**config.mk**
```make
export PLATFORM = sky130hd
export DESIGN_NAME = alu_control_unit
export DESIGN_NICKNAME = d
export VERILOG_FILES = /design/src/rtl/alu_control_unit.sv
export SDC_FILE = /design/constraint.sdc
export NUM_CORES = 1
export LEC_CHECK = 0
export BUFFER_PORTS_ARGS = -buffer_cell sky130_fd_sc_hd__buf_2
export CAP_MARGIN = 30
export CORE_AREA = 2 2 39 41
export DETAILED_ROUTE_END_ITERATION = 12
export DIE_AREA = 0 0 41 43
export GPL_ROUTABILITY_DRIVEN = 0
export SKIP_CTS_REPAIR_TIMING = 1
export SLEW_MARGIN = 20
export SYNTH_ARGS = -nofsm -noshare
export SYNTH_HDL_FRONTEND = slang
export SYNTH_SLANG_ARGS = --single-unit
```
**constraint.sdc**
```tcl
create_clock -name clk -period 1.4 [get_ports clk]
set_input_delay 0.28 -clock clk [delete_from_list [all_inputs] [get_ports clk]]
set_output_delay 0.28 -clock clk [all_outputs]
set_load 0.02 [all_outputs]
```
**src/rtl/alu_control_unit.sv**
```systemverilog
// Decode-stage ALU controller. It maps the main-control operation class and
// the R-type function field to a 3-bit ALU select. It also flags undefined
// encodings. Both results are registered toward the ID/EX boundary, and a
// low capture enable holds them while the pipeline is stalled.

package alu_control_pkg;

  // ALU operation select presented to the execute stage
  typedef enum logic [2:0] {
    ALU_ADD   = 3'b000,
    ALU_SUB   = 3'b001,
    ALU_SLL   = 3'b010,
    ALU_SRL   = 3'b011,
    ALU_AND   = 3'b100,
    ALU_OR    = 3'b101,
    ALU_SLT   = 3'b110,
    ALU_PASSB = 3'b111
  } alu_func_e;

  // Operation class produced by the main control decoder
  typedef enum logic [2:0] {
    OP_RTYPE  = 3'b000,
    OP_MEM    = 3'b001,
    OP_BRANCH = 3'b010,
    OP_ADDI   = 3'b011,
    OP_ANDI   = 3'b100,
    OP_ORI    = 3'b101,
    OP_LI     = 3'b110,
    OP_UNDEF  = 3'b111
  } alu_op_e;

  // Function field of R-type instructions (only the defined codes)
  typedef enum logic [3:0] {
    FN_ADD = 4'b0000,
    FN_SUB = 4'b0001,
    FN_SLL = 4'b0010,
    FN_SRL = 4'b0011,
    FN_AND = 4'b0100,
    FN_OR  = 4'b0101,
    FN_SLT = 4'b0110
  } fun_code_e;

  // One decode result: the ALU select and its undefined-encoding flag
  typedef struct packed {
    alu_func_e func;
    logic      illegal;
  } decode_t;

  // Result used for every undefined encoding and for reset
  localparam decode_t DECODE_ILLEGAL = '{func: ALU_ADD, illegal: 1'b1};
  localparam decode_t DECODE_RESET   = '{func: ALU_ADD, illegal: 1'b0};

endpackage : alu_control_pkg

module alu_control_unit
  import alu_control_pkg::*;
(
  input  logic       clk,
  input  logic       rst,
  input  logic       en,
  input  logic [2:0] aluOp,
  input  logic [3:0] funCode,
  output logic [2:0] aluFunc,
  output logic       illegal_op
);

  decode_t rtype_dec;
  decode_t class_dec;
  decode_t decode_d;
  decode_t decode_q;

  // Decode the R-type function field; codes 0111-1111 are undefined
  always_comb begin
    // NOTE: assigning a default before the case keeps every path driven, so no latch is inferred.
    rtype_dec = DECODE_ILLEGAL;
    case (fun_code_e'(funCode))
      FN_ADD:  rtype_dec = '{func: ALU_ADD, illegal: 1'b0};
      FN_SUB:  rtype_dec = '{func: ALU_SUB, illegal: 1'b0};
      FN_SLL:  rtype_dec = '{func: ALU_SLL, illegal: 1'b0};
      FN_SRL:  rtype_dec = '{func: ALU_SRL, illegal: 1'b0};
      FN_AND:  rtype_dec = '{func: ALU_AND, illegal: 1'b0};
      FN_OR:   rtype_dec = '{func: ALU_OR,  illegal: 1'b0};
      FN_SLT:  rtype_dec = '{func: ALU_SLT, illegal: 1'b0};
      default: rtype_dec = DECODE_ILLEGAL;
    endcase
  end

  // Decode the operation class; funCode only matters for the R-type class
  always_comb begin
    class_dec = DECODE_ILLEGAL;
    case (alu_op_e'(aluOp))
      OP_RTYPE:  class_dec = rtype_dec;
      OP_MEM:    class_dec = '{func: ALU_ADD,   illegal: 1'b0};
      OP_BRANCH: class_dec = '{func: ALU_SUB,   illegal: 1'b0};
      OP_ADDI:   class_dec = '{func: ALU_ADD,   illegal: 1'b0};
      OP_ANDI:   class_dec = '{func: ALU_AND,   illegal: 1'b0};
      OP_ORI:    class_dec = '{func: ALU_OR,    illegal: 1'b0};
      OP_LI:     class_dec = '{func: ALU_PASSB, illegal: 1'b0};
      default:   class_dec = DECODE_ILLEGAL;
    endcase
  end

  // Capture a new decode when enabled; otherwise hold for the stall
  always_comb begin
    decode_d = decode_q;
    if (en) begin
      decode_d = class_dec;
    end
  end

  // Output register; synchronous reset takes priority over the enable
  always_ff @(posedge clk) begin
    // NOTE: sequential state uses non-blocking assignments so every flop samples pre-edge values.
    if (rst) begin
      decode_q <= DECODE_RESET;
    end else begin
      decode_q <= decode_d;
    end
  end

  assign aluFunc    = decode_q.func;
  assign illegal_op = decode_q.illegal;

endmodule : alu_control_unit

```
Yosys cells after proc, flatten, opt, wreduce, memory -nomap -nowiden
Index checks and enable logic that the tools add are counted.
W data, S select, Z words.
Word-level totals
  register bits after elaboration: 4
  bits in latches: 0
  memory bits (writable): 0
  memory bits (read-only): 0
  output and inout port bits: 4
  word-level logic and storage cells: 19
  memories: 0
Cells by class
  add/subtract/negate cells: 0
  $mul: 0
  div/mod/pow operators: 0
  $lt $le $gt $ge: 0
  equal/unequal tests: 12
  shifts and indexed selects: 0
  muxes and demuxes: 2
  bitwise gates (word level): 0
  reductions and logical operators: 3
Operators with widths (count)
  $pmux W4 S7: 1
  $pmux W4 S6: 1
  $eq A4 B3 Y1 const B: 3
  $eq A3 B3 Y1 const B: 3
  $eq A4 B2 Y1 const B: 2
  $eq A3 B2 Y1 const B: 2
  $eq A4 B1 Y1 const B: 1
  $logic_not A4 Y1: 1
  $eq A3 B1 Y1 const B: 1
  $logic_not A3 Y1: 1
  $reduce_or A2 Y1: 1

Depth between registers and ports, before layout
Gate-level depths: netlist (run 1).
  word-level depth: 3
  depth in mapped cells: 3
  gate-level depth less buffers: 3

Least setup slack after synthesis (run 1)
No wires, ideal clock.
  path type: input to register
  start: in aluOp[0]
  end: reg decode_q (netlist bit illegal_op)
  library setup time: 91 ps
  data arrival time: 1019 ps
  data required time: 1309 ps
  slack: 290 ps
  cell stages on the path: 2
  cells stage by stage: or4_1 a311oi_1
On the way
  cells in the longest elaborated chain, start to end: 3
  elaborated cells between the ends (all ways): 9
  those cells by class: eq/ne: 6; mux: 1; reduce/logical: 2
RTL lines
  from (decl): RTL line 61  | input logic [2:0] aluOp,
  $eq A3 B2 Y1 / $eq A3 B1 Y1 (equally long branches): RTL line 91  | case (alu_op_e'(aluOp))
  $reduce_or A2 Y1 (no line)
  $pmux W4 S6 (*): RTL line 91
  to (signal assigned): RTL line 117  | decode_q <= decode_d;
  to (decl): RTL line 70  | decode_t decode_q;
Every way passes the cells marked *; elsewhere a longest branch is shown, timed or not.
A chain may end at the register's enable or synchronous reset.

Worst setup path after layout (run 1)
Ends and elaborated chain as after synthesis.

==> results.py, run 1 <==
metrics = {
    "routing": {
        "detail-route-antenna-nets": 0,
        "via_per_inst": 4.55,
        "drc": 0,
        "vias": 273,
        "wl_um": 532,
        "drt_pass1_iterations": 4,
        "wire_per_inst_um": 8.87,
        "dr.first_iter.drc_count": 8,
    },
    "synthesis": {
        "synth_compound_area_frac": 0.223,
        "synth_top_family_by_area": "simple AND/OR/NAND/NOR gates",
        "yosys.area.top_type": "dfxtp_1",
        "synthAdderAreaFrac": 0,
        "syn-mean-instance-area_um2": 8.00,
        "synth-xor-area-share": 0,
        "synth_nets": 38,
        "syn_inst": 28,
        "netlist.area_leader.share": 0.358,
        "synthSimpleGateAreaFrac": 0.419,
        "yosysUniqueCellTypes": 14,
        "yosysSeqAreaShare": 0.358,
        "synth_mux_area_frac": 0,
        "ys_ff_latch": 4,
        "synthTopCellsByArea": "dfxtp_1 (36%), nand2_1 (10%), and3b_2 (8.9%), a311oi_1 (7.8%), o21ai_0 (6.7%)",
        "netlist_area_um2": 224,
        "synth_warnings": 0,
    },
    "finish": {
        "utilization": 0.240,
        "antennaDiodeCount": 0,
        "final_nets": 56,
        "fin_area_um2": 332,
        "drive_above_1_share": 0.432,
        "area_growth_syn_to_layout_pct": 48.0,
    },
    "power_and_ir_drop": {
        "vdd_drop_max_mv": 0.216,
        "powerDensity_nw_per_um2": 972,
        "power.switching_mw": 0.0805,
        "p_comb_frac": 0.180,
        "p_seq_frac": 0.382,
        "leakagePower_nw": 0.149,
        "p_int_mw": 0.242,
        "finalPower_mw": 0.322,
        "pwr-share-clk": 0.438,
        "p_sw_frac": 0.250,
    },
    "global_route": {
        "grt_pass1_wl_um": 862,
        "grt_max_degree": 8,
        "grt_pass1_vias": 235,
        "grt_overflow_total": 0,
        "track_usage": 0.0803,
        "antenna_found_initial": 0,
    },
    "worst_setup_path": {
        "cpPeakStageDelay_ns": 0.51,
        "cp_max_fo": 7,
        "slowest_stage": "or4_1",
        "crit_path_end_kind": "flip-flop",
        "cp-start-kind": "input pin",
        "required_ns": 1.54,
        "cpLargestDelayFamily": "simple AND/OR/NAND/NOR gates",
        "criticalPathCategory": "input pin to flip-flop",
        "path_cells": "buf_2, or4_1, a311oi_1",
        "critPathBufInv": 1,
        "arrival_ns": 1.17,
    },
    "sta": {
        "timing.setup.tns_ns": 0,
        "hold_ws_ns": 0.229,
        "fmax_mhz": 970,
        "rsz0062_at_grt": "no",
        "fin_skew_ns": 0,
        "hold_viol": 0,
        "slew_violations": 0,
        "min_period_over_period": 0.736,
        "fin_crit_ns": 1.03,
        "worst_slew_pin_slew_ns": 0.367,
        "slew_headroom": 0.753,
        "finalSetupViolations": 0,
    },
    "floorplanning": {
        "die_area_um2": 1760,
        "rows": 14,
        "design.core.area_um2": 1380,
        "die_x_um": 41,
        "initial_core_util": 0.162,
        "pin_count": 14,
        "die_h_um": 43,
    },
    "flow_run": {
        "maxCapViolCount": 0,
    },
    "clock_tree": {
        "numClockSinks": 4,
        "ctsRootBufferMaster": "clkbuf_4",
        "insertion_delay_ns": 0.23,
        "cts_buffers": 3,
        "clk_pin_slew_ns": 0.04,
        "h-tree-depth": 1,
        "cts_tree": "built",
        "clockBufferDepth": 2,
    },
    "place": {
        "port_buffers": 13,
        "hpwlAfterDp_um": 446,
        "placed_cell_area_um2": 309,
    },
    "status": {
        "status": "finished, final reports clean",
    },
    "hold_path": {
        "hp-class": "input pin to flip-flop",
    },
}
## power groups by stage
stage	clock, mW	sequential, mW	combinational, mW
after detailed placement	0	0.125	0.0584
after CTS	0.146	0.123	0.0584
final	0.141	0.123	0.0580
after global routing	0.155	0.124	0.0655
after global placement	0	0.125	0.0575
after floorplan	0	0.133	0.0192
## layout make-up
class                           count  area (um^2)
Clock buffer                        3         22.5
Fill cell                         157         1050
Multi-Input combinational cell     24          144
Sequential cell                     4         80.1
Tap cell                           16         20.0
Timing Repair Buffer               13         65.1
## kinds of logic (layout without fill, tap and decap cells)
logic type             Yosys count  in the layout
buffers and inverters            0             16
AOI/OAI and AO/OA                8              8
DFF                              4              4
and+or+nand+nor                 16             16
## routing by layer
metal / vias to the layer above / GRT usage / routed length [um]
met5: - / 0 / 0
met4: 0 / 0.120 / 40
met3: 4 / 0.0157 / 40
met2: 14 / 0.0969 / 210
met1: 115 / 0.0900 / 240
li1: 140 / - / -
## worst register-to-register path, cell delays in order (launching register included)
cell and delay (ns):
dfxtp_1 0.32, nor2_1 0.04, a311oi_1 0.22
## cells in the mapped netlist, drive strengths merged
cell type / n
a21oi: 1
a311oi: 2
a31oi: 2
and2b: 1
and3b: 2
dfxtp: 4
nand2: 6
nand3: 1
nand3b: 1
nor2: 2
nor4: 1
nor4b: 1
o21ai: 3
or4: 1
## cells in the final DEF, fill, tap and decap left out
cell | synthesis | routed
and2b_2 | 1 | 1
o21ai_0 | 3 | 3
clkbuf_4 | 0 | 3
nand3b_1 | 1 | 1
buf_2 | 0 | 13
nand2_1 | 6 | 6
a21oi_1 | 1 | 1
nor4b_1 | 1 | 1
and3b_2 | 2 | 2
nor4_1 | 1 | 1
nor2_1 | 2 | 2
a311oi_1 | 2 | 2
dfxtp_1 | 4 | 4
nand3_1 | 1 | 1
a31oi_1 | 2 | 2
or4_1 | 1 | 1
## path summary, 6_finish.rpt
path | from | endpoint | slack (ns) | cells after the start
worst min-delay path | rst | illegal_op | 0.23 | 2
worst max-delay path | aluOp[0] | illegal_op | 0.37 | 3
worst min register to register | aluFunc[0] | aluFunc[0] | 0.44 | 2
worst max register to register | illegal_op | illegal_op | 0.73 | 2
## stage by stage
step	cells	setup slack, ns
4_1_cts	60	0.360
3_3_place_gp	57	0.137
2_1_floorplan	28	0.290
3_5_place_dp	57	0.117
6_report	60	0.370
5_1_grt	60	0.323
## state kept, by name, indices dropped and copies added, names as in the netlist
| name | flops |
|---|---|
| aluFunc | 3 |
| illegal_op | 1 |
Note: power is estimated with default switching activity, not from simulation.
==> run 2, diff against run 1 <==
--- a/config.mk
+++ b/config.mk
@@ -5,6 +5,7 @@
 export SDC_FILE = /design/constraint.sdc
 export NUM_CORES = 1
 export LEC_CHECK = 0
+export ABC_AREA = 1
 export BUFFER_PORTS_ARGS = -buffer_cell sky130_fd_sc_hd__buf_2
 export CAP_MARGIN = 30
 export CORE_AREA = 2 2 39 41
==> constraint.sdc (replaced) <==
create_clock -name clk -period 0.95 [get_ports clk]
set_input_delay 0.19 -clock clk [delete_from_list [all_inputs] [get_ports clk]]
set_output_delay 0.19 -clock clk [all_outputs]
set_load 0.02 [all_outputs]
==> run 2 against run 1 <==
  * Core utilization increased by 3.0 points
  * Highest routed layer is now met3
  * Clock power up 48%
  * Die area stayed put
  * Cell count rose by 33%
  * Critical path depth down 2
  * Sequential power up 47%
  * Critical endpoint is now aluFunc[0]
  * First-iteration DRC count is 25% higher
  * Largest power group unchanged
  * Total power increased by 52%
  * Routed wire length increased by 12%
  * Sequential share of layout area decreased by 2.7 points
  * Count of clock-buffer cells in the layout unchanged
==> results.py, run 2 <==
metrics = {
    "status": {
        "status": "finished, final reports clean",
    },
    "sta": {
        "finalSetupViolations": 0,
        "setup_ws_ns": 0.0449,
        "timing.setup.tns_ns": 0,
        "worst_slew_pin_slew_ns": 0.162,
        "hold_viol": 0,
        "rsz0062_at_grt": "no",
        "fmax_mhz": 1100,
        "slew_headroom": 0.891,
        "hold_ws_ns": 0.156,
        "fin_crit_ns": 0.905,
        "fin_skew_ns": 0,
        "slew_violations": 0,
        "min_period_over_period": 0.953,
    },
    "finish": {
        "final_common_cell": "nand2_1",
        "antennaDiodeCount": 0,
        "final_cells": 80,
        "final_nets": 76,
        "seqCellArea_um2": 80.1,
        "largest_register_ffs": 3,
        "area_growth_syn_to_layout_pct": 41.9,
        "nFillCells": 157,
        "multi_input_area_um2": 153,
        "final_cell_mix": "nand2_1 (21), buf_2 (12), inv_1 (6), nor2_1 (6)",
        "drive_above_1_share": 0.313,
    },
    "worst_setup_path": {
        "cp_max_fo": 2,
        "arrival_ns": 0.72,
        "required_ns": 0.76,
        "cpPeakStageDelay_ns": 0.32,
        "path_cells": "buf_2",
        "critPathBufInv": 1,
        "criticalPathCategory": "flip-flop to output port",
        "cp-start-kind": "flip-flop",
        "crit_path_end_kind": "output port",
        "cpLargestDelayFamily": "flip-flops",
        "slowest_stage": "dfxtp_1",
    },
    "clock_tree": {
        "numClockSinks": 4,
        "ctsRootBufferMaster": "clkbuf_4",
        "clockBufferDepth": 2,
        "clk_pin_slew_ns": 0.04,
        "insertion_delay_ns": 0.23,
        "cts_tree": "built",
        "h-tree-depth": 1,
        "cts_buffers": 3,
    },
    "synthesis": {
        "netlist_top_cells_count": "nand2_1 (21), inv_1 (6), nor2_1 (6)",
        "async_flop_share": 0,
        "netlist_area_um2": 263,
        "ys_ff_latch": 4,
        "synth-edff-count": 0,
        "synthTopCellsByArea": "dfxtp_1 (30%), nand2_1 (30%), inv_1 (8.6%), nor2_1 (8.6%), a21oi_1 (7.6%)",
        "netlist.area_leader.share": 0.305,
        "syn-mean-instance-area_um2": 5.47,
        "yosysMostFrequentCell": "nand2_1",
        "syn_inst": 48,
        "synth_nets": 58,
        "synth_warnings": 0,
        "yosysUniqueCellTypes": 11,
        "synth_flop_cell": "dfxtp_1",
        "yosys.area.top_type": "dfxtp_1",
        "yosysSeqAreaShare": 0.305,
    },
    "power_and_ir_drop": {
        "powerDensity_nw_per_um2": 1310,
        "pwr-share-clk": 0.425,
        "power.switching_mw": 0.131,
        "p_int_mw": 0.359,
        "vdd_drop_max_mv": 0.528,
        "p_sw_frac": 0.268,
        "finalPower_mw": 0.490,
        "leakagePower_nw": 0.218,
        "p_comb_frac": 0.204,
        "p_seq_frac": 0.370,
    },
    "place": {
        "place_ws_ns": 0.0493,
        "placed_cells": 77,
        "port_buffers": 13,
        "hpwlAfterDp_um": 492,
    },
    "routing": {
        "vias": 324,
        "wire_per_inst_um": 7.43,
        "via_per_inst": 4.05,
        "drc": 0,
        "drt_pass1_iterations": 4,
        "wl_um": 594,
        "detail-route-antenna-nets": 0,
        "dr.first_iter.drc_count": 10,
    },
    "floorplanning": {
        "initial_core_util": 0.190,
        "die_area_um2": 1760,
        "design.core.area_um2": 1380,
        "die_h_um": 43,
        "die_x_um": 41,
        "pin_count": 14,
        "rows": 14,
    },
    "global_route": {
        "grt_pass1_wl_um": 890,
        "grt_overflow_total": 0,
        "antenna_found_initial": 0,
        "grt_pass1_vias": 261,
        "track_usage": 0.0763,
        "grt_max_degree": 6,
    },
    "flow_run": {
        "maxCapViolCount": 0,
    },
    "hold_path": {
        "hp-class": "input pin to flip-flop",
    },
}
## run 2: cell count changes after synthesis, moves of 2 or more
cell / delta
nand2_1: +15
inv_1: +6
nor2_1: +4
a21oi_1: +3
a311oi_1: -2
a31oi_1: -2
and3b_2: -2
inv_2: +2
o21ai_0: -2
## run 2: final timing paths
path	startpoint	endpoint	slack, ns	depth (start not counted)
setup / recovery	aluFunc[0]	aluFunc[0]	0.04	1
hold / removal	rst	aluFunc[1]	0.16	2
setup reg to reg	illegal_op	illegal_op	0.37	2
hold reg to reg	aluFunc[2]	aluFunc[2]	0.46	2
## run 2: power groups by stage
stage / Clock (mW) / Combinational [mW] / Sequential, mW
after global routing: 0.231 / 0.113 / 0.182
final: 0.209 / 0.100 / 0.181
after floorplan: 0 / 0.0441 / 0.195
after CTS: 0.217 / 0.101 / 0.181
after detailed placement: 0 / 0.0998 / 0.184
after global placement: 0 / 0.0997 / 0.184
## run 2: layer usage
layer,track usage,wire (um)
met1,0.0804,270
met3,0.0628,39
met4,0.0200,0
met2,0.113,284
met5,0,0
## run 2: cells by family (layout without fill, tap and decap cells)
logic type / Yosys count / count (layout) / share of synthesized area
buffers and inverters: 8 / 24 / 0.114
DFF: 4 / 4 / 0.305
and+or+nand+nor: 30 / 30 / 0.457
AOI/OAI and AO/OA: 6 / 6 / 0.124
## run 2: final cells by class
class / count / share of cell area
flip-flops and latches: 4 / 0.215
multi-input cells: 36 / 0.409
well taps: 16 / 0.0537
inverters: 8 / 0.0805
clock buffers: 3 / 0.0604
repair buffers: 13 / 0.181
## run 2: through the flow
stage               cell area, um^2  utilization
floorplan                       263            -
global placement                348        0.251
detailed placement              348        0.251
CTS                             370        0.268
global route                    373        0.269
finish                          373        0.269
==> run 3, diff against run 2 <==
--- a/config.mk
+++ b/config.mk
@@ -8,10 +8,13 @@
 export ABC_AREA = 1
 export BUFFER_PORTS_ARGS = -buffer_cell sky130_fd_sc_hd__buf_2
 export CAP_MARGIN = 30
+export CELL_PAD_IN_SITES_DETAIL_PLACEMENT = 0
+export CELL_PAD_IN_SITES_GLOBAL_PLACEMENT = 1
 export CORE_AREA = 2 2 39 41
 export DETAILED_ROUTE_END_ITERATION = 12
 export DIE_AREA = 0 0 41 43
 export GPL_ROUTABILITY_DRIVEN = 0
+export PLACE_DENSITY_LB_ADDON = 0.1
 export SKIP_CTS_REPAIR_TIMING = 1
 export SLEW_MARGIN = 20
 export SYNTH_ARGS = -nofsm -noshare
==> run 3 against run 2 <==
  * Cell count did not move
  * Sequential share of layout area rose by 0.15 points
  * Total power fell by 0.33%
  * Critical path depth did not move
  * Clock power barely moved
  * Combinational power barely moved
  * Count of clock-buffer cells in the layout did not move
  * Design area fell by 0.67%
  * Sequential power barely moved
  * Routed wire length rose by 11%
  * Non-clock buffer count did not move
  * Largest cell class unchanged
==> results.py, run 3 (synthesized netlist as in run 2, its figures left out) <==
metrics = {
    "status": {
        "status": "finished, final reports clean",
    },
    "finish": {
        "seqCellArea_um2": 80.1,
        "area_growth_syn_to_layout_pct": 41.0,
        "final_cells": 80,
        "drive_above_1_share": 0.313,
        "multi_input_area_um2": 153,
        "largest_register_ffs": 3,
        "final_cell_mix": "nand2_1 (21), buf_2 (13), inv_1 (6), nor2_1 (6)",
        "fin_area_um2": 370,
        "final_common_cell": "nand2_1",
        "nFillCells": 176,
        "final_nets": 76,
        "antennaDiodeCount": 0,
    },
    "global_route": {
        "grt_max_degree": 6,
        "antenna_found_initial": 0,
        "track_usage": 0.0873,
        "grt_overflow_total": 0,
        "grt_pass1_vias": 273,
        "grt_pass1_wl_um": 993,
    },
    "worst_setup_path": {
        "slowest_stage": "dfxtp_1",
        "cp_max_fo": 2,
        "cpLargestDelayFamily": "flip-flops",
        "arrival_ns": 0.72,
        "cp-start-kind": "flip-flop",
        "critPathBufInv": 1,
        "path_cells": "buf_2",
        "crit_path_end_kind": "output port",
        "required_ns": 0.76,
        "criticalPathCategory": "flip-flop to output port",
        "cpPeakStageDelay_ns": 0.32,
    },
    "sta": {
        "finalSetupViolations": 0,
        "hold_viol": 0,
        "min_period_over_period": 0.959,
        "timing.setup.tns_ns": 0,
        "slew_violations": 0,
        "fin_crit_ns": 0.912,
        "rsz0062_at_grt": "no",
        "worst_slew_pin_slew_ns": 0.142,
        "fmax_mhz": 1100,
        "fin_skew_ns": 0,
        "slew_headroom": 0.904,
    },
    "flow_run": {
        "maxCapViolCount": 0,
    },
    "clock_tree": {
        "clk_pin_slew_ns": 0.04,
        "numClockSinks": 4,
        "h-tree-depth": 1,
        "cts_tree": "built",
        "cts_buffers": 3,
        "insertion_delay_ns": 0.23,
        "clockBufferDepth": 2,
        "ctsRootBufferMaster": "clkbuf_4",
    },
    "power_and_ir_drop": {
        "p_int_mw": 0.358,
        "pwr-share-clk": 0.421,
        "leakagePower_nw": 0.218,
        "finalPower_mw": 0.489,
        "p_seq_frac": 0.372,
        "powerDensity_nw_per_um2": 1320,
        "vdd_drop_max_mv": 0.750,
        "p_sw_frac": 0.267,
        "power.switching_mw": 0.130,
        "p_comb_frac": 0.207,
    },
    "hold_path": {
        "hp-class": "input pin to flip-flop",
    },
    "routing": {
        "detail-route-antenna-nets": 0,
        "wire_per_inst_um": 8.26,
        "dr.first_iter.drc_count": 4,
        "drc": 0,
        "vias": 322,
        "drt_pass1_iterations": 3,
        "wl_met1_um": 336,
        "via_per_inst": 4.03,
        "route.met3.wl_um": 45,
        "met2_length_um": 280,
        "top_layer": "met3",
        "wl_um": 661,
    },
    "place": {
        "placed_cells": 77,
        "port_buffers": 13,
        "placed_cell_area_um2": 348,
        "hpwlAfterDp_um": 558,
    },
    "floorplanning": {
        "rows": 14,
        "die_x_um": 41,
        "pin_count": 14,
        "design.core.area_um2": 1380,
        "die_area_um2": 1760,
        "die_h_um": 43,
        "initial_core_util": 0.190,
    },
}
## run 3: cell counts in the layout (fill, tap and decap cells not counted)
Identical to the previous run, type by type.
## run 3: worst paths after layout
kind	from	end	slack, ns	depth (start not counted)
worst min register to register	aluFunc[1]	aluFunc[1]	0.46	2
worst max register to register	illegal_op	illegal_op	0.37	2
worst min-delay path	rst	aluFunc[0]	0.17	2
worst max-delay path	aluFunc[0]	aluFunc[0]	0.04	1
## run 3: per-layer routing
| metal | vias to the layer above | GRT usage |
|---|---|---|
| li1 | 177 | - |
| met1 | 136 | 0.112 |
| met2 | 9 | 0.106 |
| met3 | 0 | 0.0628 |
| met4 | 0 | 0.0400 |
| met5 | - | 0 |
## run 3: stage by stage
step	util	hold slack, ns	setup slack, ns
after floorplan	-	0.259	0.254
after global placement	0.251	0.412	0.0133
after detailed placement	0.251	0.413	0.0287
after CTS	0.268	0.161	0.0263
after global routing	0.268	0.151	0.00807
final	0.268	0.168	0.0385
## run 3: area by class of cell
class,count,area share
clock buffer,3,0.0608
inverter,8,0.0811
multi-input combinational,36,0.412
sequential,4,0.216
tap,16,0.0541
timing repair buffer,13,0.176
## run 3: power groups by stage
| stage | combinational [mW] | clock, mW | sequential (mW) |
|---|---|---|---|
| CTS | 0.103 | 0.217 | 0.182 |
| global route | 0.113 | 0.233 | 0.182 |
| floorplan | 0.0441 | 0 | 0.195 |
| finish | 0.101 | 0.206 | 0.182 |
| global placement | 0.104 | 0 | 0.184 |
| detailed placement | 0.102 | 0 | 0.184 |
